[src/rtl/ifetch_pkg.sv]
// Shared types and constants for the instruction-fetch flash bridge.
package ifetch_pkg;

    localparam int unsigned TAG_W  = 30;
    localparam int unsigned WORD_W = 32;

    // RISC-V "addi x0, x0, 0", the canonical no-op instruction word.
    localparam logic [WORD_W-1:0] NOP_WORD = 32'h0000_0013;

    typedef enum logic [2:0] {
        ST_IDLE,
        ST_DEM_REQ,
        ST_DEM_WAIT,
        ST_PF_REQ,
        ST_PF_WAIT
    } fetch_state_t;

    typedef struct packed {
        logic              valid;
        logic [TAG_W-1:0]  tag;
        logic [WORD_W-1:0] data;
    } buf_entry_t;

    // Sequential word tag; wraps from all-ones to zero.
    function automatic logic [TAG_W-1:0] next_tag(input logic [TAG_W-1:0] t);
        return t + TAG_W'(1);
    endfunction

endpackage

[src/rtl/ifetch_buf_entry.sv]
// One-word fetch buffer: valid/tag/data register with load, clear and tag compare.
module ifetch_buf_entry
    import ifetch_pkg::*;
(
    input  logic              clk,
    input  logic              reset,
    input  logic              load,
    input  logic              clear,
    input  logic [TAG_W-1:0]  load_tag,
    input  logic [WORD_W-1:0] load_data,
    input  logic [TAG_W-1:0]  cmp_tag,
    output buf_entry_t        entry,
    output logic              hit_c
);

    // Load wins over clear so a same-cycle refill is never lost.
    always_ff @(posedge clk or posedge reset) begin
        if (reset) begin
            entry <= '0;
        end else if (load) begin
            entry.valid <= 1'b1;
            entry.tag   <= load_tag;
            entry.data  <= load_data;
        end else if (clear) begin
            entry.valid <= 1'b0;
        end
    end

    assign hit_c = entry.valid && (entry.tag == cmp_tag);

endmodule

[src/rtl/ifetch_flash_bridge.sv]
// Instruction-fetch responder with a current word buffer and a sequential
// prefetch buffer, backed by a single-outstanding flash read master.
module ifetch_flash_bridge
    import ifetch_pkg::*;
#(
    parameter int unsigned ADDR_W      = 12,
    parameter bit          PREFETCH_EN = 1'b1
) (
    input  logic              clk,
    input  logic              reset,
    input  logic [31:0]       inst_addr,
    output logic [31:0]       inst_data,
    output logic              inst_stall,
    output logic [ADDR_W-1:0] flash_address,
    output logic              flash_read,
    input  logic              flash_waitrequest,
    input  logic              flash_readdatavalid,
    input  logic [31:0]       flash_readdata
);

    fetch_state_t     state;
    logic [TAG_W-1:0] rd_tag;

    buf_entry_t cur;
    buf_entry_t nxt;
    logic       cur_hit;
    logic       nxt_match;

    logic [TAG_W-1:0] req_tag;
    logic             nxt_hit;
    logic             miss;
    logic             rsp_dem;
    logic             rsp_pf;
    logic             pf_claim;
    logic             pf_redirect;
    logic             cur_fill;
    logic             nxt_fill;
    logic             promote;

    logic              cur_load;
    logic [TAG_W-1:0]  cur_load_tag;
    logic [WORD_W-1:0] cur_load_data;
    logic              nxt_clear;

    logic unused_bits;

    function automatic logic [ADDR_W-1:0] faddr(input logic [TAG_W-1:0] t);
        return t[ADDR_W-1:0];
    endfunction

    assign req_tag     = inst_addr[31:2];
    assign unused_bits = ^inst_addr[1:0] ^ cur.valid ^ (^cur.tag) ^ nxt.valid;

    // Hit path: CUR has priority, NXT only counts when CUR misses.
    assign nxt_hit    = !cur_hit && nxt_match;
    assign miss       = !cur_hit && !nxt_match;
    assign inst_stall = miss;
    assign inst_data  = nxt_hit ? nxt.data : cur.data;

    // Response routing; responses outside the wait states are stale and dropped.
    assign rsp_dem     = flash_readdatavalid && (state == ST_DEM_WAIT);
    assign rsp_pf      = flash_readdatavalid && (state == ST_PF_WAIT);
    assign pf_claim    = rsp_pf && miss && (req_tag == rd_tag);
    assign pf_redirect = rsp_pf && miss && (req_tag != rd_tag);
    assign cur_fill    = rsp_dem || pf_claim;
    assign nxt_fill    = rsp_pf && !miss;
    assign promote     = nxt_hit && !cur_fill;

    assign cur_load      = cur_fill || promote;
    assign cur_load_tag  = cur_fill ? rd_tag : nxt.tag;
    assign cur_load_data = cur_fill ? flash_readdata : nxt.data;
    assign nxt_clear     = promote || cur_fill;

    ifetch_buf_entry u_cur (
        .clk       (clk),
        .reset     (reset),
        .load      (cur_load),
        .clear     (1'b0),
        .load_tag  (cur_load_tag),
        .load_data (cur_load_data),
        .cmp_tag   (req_tag),
        .entry     (cur),
        .hit_c     (cur_hit)
    );

    ifetch_buf_entry u_nxt (
        .clk       (clk),
        .reset     (reset),
        .load      (nxt_fill),
        .clear     (nxt_clear),
        .load_tag  (rd_tag),
        .load_data (flash_readdata),
        .cmp_tag   (req_tag),
        .entry     (nxt),
        .hit_c     (nxt_match)
    );

    // Fetch FSM and registered flash read master (one read in flight).
    always_ff @(posedge clk or posedge reset) begin
        if (reset) begin
            state         <= ST_IDLE;
            rd_tag        <= '0;
            flash_read    <= 1'b0;
            flash_address <= '0;
        end else begin
            case (state)
                ST_IDLE: begin
                    if (miss) begin
                        state         <= ST_DEM_REQ;
                        rd_tag        <= req_tag;
                        flash_read    <= 1'b1;
                        flash_address <= faddr(req_tag);
                    end else if (PREFETCH_EN && promote) begin
                        state         <= ST_PF_REQ;
                        rd_tag        <= next_tag(req_tag);
                        flash_read    <= 1'b1;
                        flash_address <= faddr(next_tag(req_tag));
                    end
                end
                ST_DEM_REQ: begin
                    if (!flash_waitrequest) begin
                        state      <= ST_DEM_WAIT;
                        flash_read <= 1'b0;
                    end
                end
                ST_DEM_WAIT: begin
                    if (rsp_dem) begin
                        if (PREFETCH_EN) begin
                            state         <= ST_PF_REQ;
                            rd_tag        <= next_tag(rd_tag);
                            flash_read    <= 1'b1;
                            flash_address <= faddr(next_tag(rd_tag));
                        end else begin
                            state <= ST_IDLE;
                        end
                    end
                end
                ST_PF_REQ: begin
                    if (!flash_waitrequest) begin
                        state      <= ST_PF_WAIT;
                        flash_read <= 1'b0;
                    end
                end
                ST_PF_WAIT: begin
                    if (pf_redirect) begin
                        state         <= ST_DEM_REQ;
                        rd_tag        <= req_tag;
                        flash_read    <= 1'b1;
                        flash_address <= faddr(req_tag);
                    end else if (rsp_pf) begin
                        state <= ST_IDLE;
                    end
                end
                default: begin
                    state      <= ST_IDLE;
                    flash_read <= 1'b0;
                end
            endcase
        end
    end

endmodule
[config.mk]
export PLATFORM = sky130hd
export DESIGN_NAME = ifetch_flash_bridge
export DESIGN_NICKNAME = d
export VERILOG_FILES = /design/src/rtl/ifetch_pkg.sv /design/src/rtl/ifetch_buf_entry.sv /design/src/rtl/ifetch_flash_bridge.sv
export SDC_FILE = /design/constraint.sdc
export NUM_CORES = 1
export LEC_CHECK = 0
export ABC_AREA = 1
export CAP_MARGIN = 25
export CORE_MARGIN = 5
export CORE_UTILIZATION = 30
export DETAILED_ROUTE_END_ITERATION = 6
export DONT_BUFFER_PORTS = 1
export GPL_ROUTABILITY_DRIVEN = 0
export GPL_TIMING_DRIVEN = 0
export PLACE_DENSITY = 0.48
export SYNTH_ARGS = -nofsm -noshare
export SYNTH_HDL_FRONTEND = slang
export SYNTH_SLANG_ARGS = --single-unit
[constraint.sdc]
create_clock -name clk -period 16.8 [get_ports clk]
set_input_delay 3.36 -clock clk [delete_from_list [all_inputs] [get_ports clk]]
set_output_delay 3.36 -clock clk [all_outputs]
set_load 0.1 [all_outputs]
==> impl_metrics.ini <==
[route]
drc_errors = 0
routed_via_density = 5.143
ant_nets = 0
num_vias = 12754
drt_iter0_drc = 1544
routed_wirelength_um = 51130
dr.pass1.iters = 5
avgRoutedWirePerCell_um = 20.62

[place]
dp_hpwl_um = 40330
port_buffers = 0

[global_route]
antenna_found_initial = 0
grt_pass1_wl_um = 76510
grt_pass1_vias = 11845
grt_overflow_total = 0
track_usage_pct = 23.19
grt_max_degree = 91

[cts]
cts_setup_buffers = 0
cts_tree = yes
cts-buffers-inserted = 17
clkTransAtPathRegs_ns = 0.08
htree_levels = 4
cts_root_buf = clkbuf_16
hold_buffers = 0
cts.path.max_buffers = 2
clk_latency_ns = 0.47
cts.sinks = 160
cts_resized = 0

[worst_hold_path]
hold_class = flop to flop
hold_path_depth = 2
whs_endpoint = u_nxt.entry[13]
worstHoldStart = u_nxt.entry[13]

[yosys]
syn_nets = 1966
seq_area_frac_synth_pct = 34.13
yosys_warnings = 0
synth.distinct_cells = 35
ys_ff_latch = 160
syn_inst = 1896
synth.avg_cell_area_sq_um = 6.187
syn-cell-area_sq_um = 11730

[sta]
final-setup-viol-count = 0
tns_ns = 0
post-route-period-util_pct = 57.15
finalHoldViolCount = 0
rsz0062_at_grt = no
max_slew_margin_pct = 36.11
skew_ns = 0.01500
drv_slew = 0
fmax_ghz = 0.1042
worst_pin_slew_ns = 0.9560
finalCriticalPeriod_ns = 9.601

[floorplanning]
initial_core_util_pct = 30.35
die_h_um = 207.7
die_w_um = 207.7
core_region_area_sq_um = 38650
die-area_sq_um = 43150
rows = 72
pin_count = 114

[setup_path]
cpPeakStageDelay_ns = 0.72
cp_top_family = simple AND/OR/NAND/NOR gates
criticalPathCategory = input pin to output pin
slowest_stage = nand2_1
critical_path_buf_inv_count = 4
endpoint_kind = output pin
required_ns = 13.44
ff2ff_setup_slack_ns = 13.49
cpMostUsedCell = nand2_1
cp_max_fo = 10
r2r-end = rd_tag[21]
crit_chain = buf_2, inv_2, nand2_1, nand2_1, inv_1, nand2_1, nor2_1, nand2_1, nor2_1, nand3_1, nand4_1, clkbuf_1, nand2_1, nand2_1
reg2reg_from = flash_address[4]
cp.arrival_ns = 6.24
startpoint_type = input pin
reg2regPathDepth = 13

[power]
clock_power_share_pct = 18.8
p_comb_share_pct = 55.4
power.density_nw_per_um2 = 166.9
power.leakage_uw = 0.006652
p_int_uw = 1078
total_power_uw = 2301
p_sw_share_pct = 53.14
power_switching_uw = 1223
p_seq_share_pct = 25.8
ir_drop_mv = 0.1177

[finish]
multi_input_area_sq_um = 6369
final_nets = 2019
n_fill_cell = 4252
syn2layout_area_growth_pct = 17.49
drive_gt1_share_pct = 8.359
regArea_sq_um = 4004
antennaDiodeCount = 0

[run]
maxCapViolCount = 0

[outcome]
status = finished, final reports clean
## cells in the mapped netlist
| cell | count | area [sq um] |
|---|---|---|
| nand2_1 | 756 | 2838 |
| inv_1 | 217 | 814.5 |
| dfrtp_1 | 160 | 4004 |
| nor2_1 | 154 | 578.1 |
| o21ai_0 | 143 | 715.7 |
| nand3_1 | 91 | 455.4 |
| nand4_1 | 80 | 500.5 |
| clkbuf_1 | 53 | 198.9 |
| xor2_1 | 48 | 420.4 |
| buf_2 | 35 | 175.2 |
| o211ai_1 | 30 | 225.2 |
| nor3_1 | 29 | 145.1 |
| buf_4 | 24 | 180.2 |
| inv_2 | 15 | 56.30 |
| a21oi_1 | 10 | 50.05 |
| o21ai_1 | 8 | 40.04 |
| xnor2_1 | 7 | 61.31 |
| and2_1 | 5 | 31.28 |
| or2_2 | 4 | 25.02 |
| a22oi_1 | 3 | 22.52 |
| buf_1 | 3 | 11.26 |
| nor4_1 | 3 | 18.77 |
| o22ai_1 | 3 | 18.77 |
| ha_1 | 2 | 25.02 |
| nand3_2 | 2 | 20.02 |
| nor2_2 | 2 | 12.51 |
| a21boi_0 | 1 | 7.510 |
| a32oi_1 | 1 | 8.760 |
| nand2_4 | 1 | 11.26 |
| nand3b_1 | 1 | 7.510 |
| nor2_4 | 1 | 11.26 |
| nor3_4 | 1 | 16.27 |
| nor3b_1 | 1 | 7.510 |
| nor4b_1 | 1 | 8.760 |
| o21bai_1 | 1 | 7.510 |
## per-stage QoR
| step | setup slack (ns) | hold WS [ns] | std cells | utilization [%] | area [sq um] |
|---|---|---|---|---|---|
| floorplan | 6.804 | 0.4530 | 1896 | - | 11730 |
| global placement | 5.666 | 0.4659 | 2414 | 32.03 | 12380 |
| detailed placement | 7.160 | 0.4731 | 2447 | 34.01 | 13140 |
| CTS | 7.145 | 0.4926 | 2479 | 35.65 | 13780 |
| global route | 6.891 | 0.5151 | 2480 | 35.66 | 13780 |
| finish | 7.199 | 0.4884 | 2480 | 35.66 | 13780 |
## cells in the final DEF, fill, tap and decap left out, types with 3 or more instances in the layout
| cell | instances |
|---|---|
| clkinv_8 | 3 |
| nand3_1 | 91 |
| inv_8 | 6 |
| and2_1 | 5 |
| or2_2 | 4 |
| clkbuf_1 | 53 |
| a22oi_1 | 3 |
| xnor2_1 | 7 |
| o21ai_1 | 8 |
| nor3_1 | 29 |
| buf_1 | 12 |
| buf_4 | 24 |
| clkbuf_16 | 17 |
| dfrtp_1 | 160 |
| nor2_1 | 154 |
| o211ai_1 | 30 |
| buf_16 | 23 |
| o22ai_1 | 3 |
| inv_1 | 216 |
| nand4_1 | 80 |
| xor2_1 | 48 |
| o21ai_2 | 21 |
| buf_2 | 36 |
| inv_2 | 15 |
| nand2_1 | 756 |
| nor4_1 | 3 |
| a21oi_1 | 10 |
| o21ai_0 | 122 |
| inv_6 | 4 |
## routing by layer
metal	routed length [um]	share of wire (%)	global-route usage (%)
met4	1433	2.8	6.704
met3	4277	8.4	5.365
met1	22930	45	32.56
met5	0	0	0
met2	22490	44	35.81
## area by class of cell
type,instances,share of cell area [%]
buffer,115,4.103
timing repair buffer,34,4.957
multi-input combinational,1389,46.21
clock buffer,17,3.087
inverter,232,6.373
sequential,160,29.05
clock inverter,15,1.516
tap,518,4.703
## sequential cells by signal (all words and copies together) (netlist names)
| register | count |
|---|---|
| u_cur.entry | 63 |
| flash_read | 1 |
| flash_address | 11 |
| state | 3 |
| u_nxt.entry | 63 |
| rd_tag | 19 |
## power groups by stage
stage | logic, uW | registers, uW | clock network, uW
3_3_place_gp | 1100 | 594 | 0
2_1_floorplan | 882 | 560 | 0
5_1_grt | 1370 | 603 | 457
4_1_cts | 1270 | 591 | 440
3_5_place_dp | 1270 | 598 | 0
6_report | 1270 | 592 | 433
## worst max path at each step
stage,startpoint,end,slack (ns),depth (start not counted)
final,inst_addr[24],inst_data[1],7.20,14
after global routing,inst_addr[8],inst_data[31],6.89,15
after CTS,inst_addr[8],inst_data[31],7.14,15
after detailed placement,inst_addr[8],inst_data[31],7.16,15
after global placement,inst_addr[20],inst_data[23],5.67,13
after floorplan,inst_addr[8],inst_data[23],6.80,11
## kinds of logic (layout without fill, tap and decap cells)
family | count (synthesis) | in the layout | share of synthesized area [%]
simple gates | 1132 | 1132 | 39.96
buf+inv | 347 | 413 | 12.25
compound gates | 200 | 200 | 9.344
flops | 160 | 160 | 34.13
xor+xnor | 55 | 55 | 4.107
fa+ha+maj | 2 | 2 | 0.2133
## worst register-to-register path, cell delays in order (launching register included)
cell	delay, ns
dfrtp_1	0.34
clkbuf_1	0.46
inv_1	0.23
nor3_1	0.45
nand2_1	0.33
nor2_1	0.38
nand4_1	0.31
o21ai_0	0.27
nand3_1	0.11
nand2_1	0.09
inv_1	0.04
nand2_1	0.07
nand4_1	0.08
nand2_1	0.09
No activity file was read; power rests on OpenSTA's default activity.
